## src/rtl/axis_lfsr_throttle.sv

```systemverilog
// axis_lfsr_throttle: pseudo-random ready generator from a 16-bit Galois LFSR (taps 16,14,13,11)
// Ports: clk, rst (sync, active-high), en_out (registered LFSR bit 0, low in reset)
module axis_lfsr_throttle #(
  parameter logic [15:0] SEED = 16'hACE1
) (
  input  logic clk,
  input  logic rst,
  output logic en_out
);
  logic [15:0] lfsr;
  always_ff @(posedge clk) begin
    if (rst) begin
      lfsr   <= SEED;
      en_out <= 1'b0;
    end else begin
      lfsr   <= {1'b0, lfsr[15:1]} ^ (lfsr[0] ? 16'hB400 : 16'h0);
      en_out <= lfsr[0];
    end
  end
endmodule

```

## config.mk

```make
export PLATFORM = sky130hd
export DESIGN_NAME = axis_lfsr_throttle
export DESIGN_NICKNAME = d
export VERILOG_FILES = /design/src/rtl/axis_lfsr_throttle.sv
export SDC_FILE = /design/constraint.sdc
export NUM_CORES = 1
export LEC_CHECK = 0
export CAP_MARGIN = 20
export CORE_AREA = 3 3 40 42
export DETAILED_ROUTE_END_ITERATION = 16
export DIE_AREA = 0 0 43 45
export PLACE_DENSITY = 0.58
export SETUP_SLACK_MARGIN = 0.2
export SYNTH_ARGS = -nofsm -noshare
export SYNTH_HDL_FRONTEND = slang
export SYNTH_SLANG_ARGS = --single-unit
```

## constraint.sdc

```tcl
create_clock -name clk -period 2.15 [get_ports clk]
set_clock_uncertainty 0.15 [all_clocks]
set_input_delay 0.5375 -clock clk [delete_from_list [all_inputs] [get_ports clk]]
set_output_delay 0.5375 -clock clk [all_outputs]
set_load 0.005 [all_outputs]
```

==> impl_metrics.env <==
export IMPL_worstHoldPathType="reg2reg"
export IMPL_crit_arrival_ps=1080
export IMPL_ys_seq_elements=17
export IMPL_critical_path_max_fanout=1
export IMPL_critical_path_max_stage_delay_ps=480
export IMPL_initial_antenna_violation_count=0
export IMPL_initialDrtViolationCount=0
export IMPL_critical_path_cell_chain="clkdlybuf4s50_1"
export IMPL_cp_top_family="buffers and inverters"
export IMPL_clock_tree_buffer_depth=2
export IMPL_clock_insertion_delay_worst_skew_ps=270
export IMPL_synthDominantAreaCellType="sky130_fd_sc_hd__dfxtp_1"
export IMPL_detail_route_wl_per_cell_um=8.707
export IMPL_number_of_buffers_inserted_by_post_cts_setup_repair=0
export IMPL_p_sw_uw=103.4
export IMPL_grt_start_max_net_pins=18
export IMPL_synth_cell_type_count=8
export IMPL_post_cts_resize_count=0
export IMPL_total_cts_buffers=3
export IMPL_postRouteWirelength_um=505
export IMPL_num_io_pins=3
export IMPL_place_port_buffers=2
export IMPL_synthesis_nets=40
export IMPL_antenna_left=0
export IMPL_final_setup_viol_count=0
export IMPL_final_setup_tns_ps=0
export IMPL_initial_core_util_pct=38.36
export IMPL_route_detailed_drc=0
export IMPL_clockPowerShare_pct=29.7
export IMPL_mappedNetlistArea_um2=493.0
export IMPL_timing_setup_critical_path_class="reg2out"
export IMPL_post_route_period_util_pct=81.98
export IMPL_place_detailed_hpwl_um=348.2
export IMPL_cts_root_buffer_cell="sky130_fd_sc_hd__clkbuf_4"
export IMPL_syn_instance_count=38
export IMPL_utilization_pct=42.55
export IMPL_final_common_cell="sky130_fd_sc_hd__dfxtp_1"
export IMPL_chipWidth_um=43
export IMPL_core_area_um2=1285
export IMPL_max_slew_margin_pct=73.67
export IMPL_share_seq_of_total_power_pct=64.9
export IMPL_fin_nets=46
export IMPL_design_die_area_um2=1935
export IMPL_ys_seq_area_share_pct=69.04
export IMPL_post_synth_cell_area_avg_um2=12.97
export IMPL_finalHoldViolCount=0
export IMPL_cts_clk_slew_worst_paths_ps=90
export IMPL_vdd_ir_drop_worst_mv=0.4639
export IMPL_track_usage_pct=6.812
export IMPL_die_height_um=45
export IMPL_worst_hold_slack_ps=267.7
export IMPL_antenna_diode_count=0
export IMPL_critPathLaunchType="flip-flop"
export IMPL_period_needed_ps=1763
export IMPL_gp_congestion=0.7313
export IMPL_yosys_top_cell_area_share_pct=69.04
export IMPL_pwr_share_comb_pct=5.5
export IMPL_synthTopCellsByArea="sky130_fd_sc_hd__dfxtp_1, sky130_fd_sc_hd__and2b_1, sky130_fd_sc_hd__or2_1, sky130_fd_sc_hd__xnor2_1, sky130_fd_sc_hd__nand2b_1"
export IMPL_grt_setup_unrepaired="no"
export IMPL_synth_warnings=0
export IMPL_critPathSlowestCell="sky130_fd_sc_hd__clkdlybuf4s50_1"
export IMPL_cts_num_sinks=17
export IMPL_drt_pass1_iter_count=1
export IMPL_drive_gt1_share_pct=9.302
export IMPL_post_cts_hold_buffer_count=0
export IMPL_layout_area_overhead_vs_synth_pct=10.91
export IMPL_clock_tree_from_tritoncts="yes"
export IMPL_power_per_cell_area_nw_per_um2=969.7
export IMPL_internal_power_uw=426.9
export IMPL_run_status="finished, final reports clean"
export IMPL_grt_pass1_vias=266
export IMPL_deepest_level_of_the_cts_h_tree=1
export IMPL_std_cell_rows=13
export IMPL_tightestPinTransition_ps=393.7
export IMPL_detailroute_via_count=246
export IMPL_worstSetupEndpointType="output pin"
export IMPL_combined_buffer_and_inverter_count_along_the_critical_path=1
export IMPL_grt_first_pass_wirelength_um=924
export IMPL_required_ps=1460
export IMPL_grt_remaining_overflow=0
export IMPL_fmaxAchievable_ghz=0.5674
export IMPL_leakagePower_nw=0.2295
export IMPL_sw_frac_of_total_pct=19.49
export IMPL_layout_cells_most_common_list="sky130_fd_sc_hd__dfxtp_1, sky130_fd_sc_hd__and2b_1, sky130_fd_sc_hd__or2_1"
export IMPL_routed_via_density=4.241
export IMPL_timing_final_max_slew_violations=0
export IMPL_timing_max_cap_violations=0
-- power by group through the flow --
stage / clock, mW / sequential [mW] / combinational [mW]
floorplan: 0 / 0.349 / 0.0235
global placement: 0 / 0.350 / 0.0288
detailed placement: 0 / 0.351 / 0.0294
CTS: 0.163 / 0.344 / 0.0298
global route: 0.180 / 0.346 / 0.0329
finish: 0.157 / 0.344 / 0.0289
-- cell usage after synthesis --
cell type	n
sky130_fd_sc_hd__nor2b_1	1
sky130_fd_sc_hd__or2_1	6
sky130_fd_sc_hd__buf_6	1
sky130_fd_sc_hd__nand2b_1	2
sky130_fd_sc_hd__nor2_2	1
sky130_fd_sc_hd__and2b_1	7
sky130_fd_sc_hd__xnor2_1	3
sky130_fd_sc_hd__dfxtp_1	17
-- stage by stage --
step                area [um2]  power (mW)  std cells  worst slack [ps]
CTS                      546.8      0.5373         58             377.5
global placement         520.5      0.3792         54             412.8
finish                   546.8      0.5302         58             387.5
detailed placement       520.5      0.3809         54             378.5
global route             546.8      0.5595         58             339.3
floorplan                493.0      0.3726         38              1031
-- cells by family after synthesis --
kind of cell	synth area share [%]
DFF	69.04
and+or+nand+nor	23.35
xor gates and xnor gates	5.331
buffers and inverters	2.284
-- cell type report --
class,count,area [um2]
clock buffers,4,26.28
fillers,123,738.2
multi-input cells,20,141.4
flip-flops and latches,17,340.3
well taps,15,18.77
repair buffers,2,20.02
-- layer usage --
| layer | global-route usage (%) | part of all wire [%] | wire length (um) | vias up |
|---|---|---|---|---|
| met1 | 6.203 | 47 | 236 | 111 |
| met3 | 2.390 | 5.0 | 25 | 5 |
| met5 | 0 | 0 | 0 | - |
| li1 | - | - | - | 124 |
| met4 | 7.229 | 4.6 | 23 | 0 |
| met2 | 11.38 | 43 | 219 | 6 |
-- sequential cells by signal (all words and copies together), names as in the netlist --
register and cells:
en_out 1, lfsr 16
-- worst paths after layout --
| check | depth (start not counted) | to | slack [ps] | start |
|---|---|---|---|---|
| min reg2reg | 1 | lfsr[5]$_SDFF_PP1_ | 270 | lfsr[6]$_SDFF_PP1_ |
| max reg2reg | 2 | lfsr[12]$_SDFF_PP0_ | 1220 | lfsr[0]$_SDFF_PP1_ |
| max | 1 | en_out | 390 | en_out$_SDFF_PP0_ |
| min | 1 | lfsr[5]$_SDFF_PP1_ | 270 | lfsr[6]$_SDFF_PP1_ |
Power figures use the tool's default switching activity.
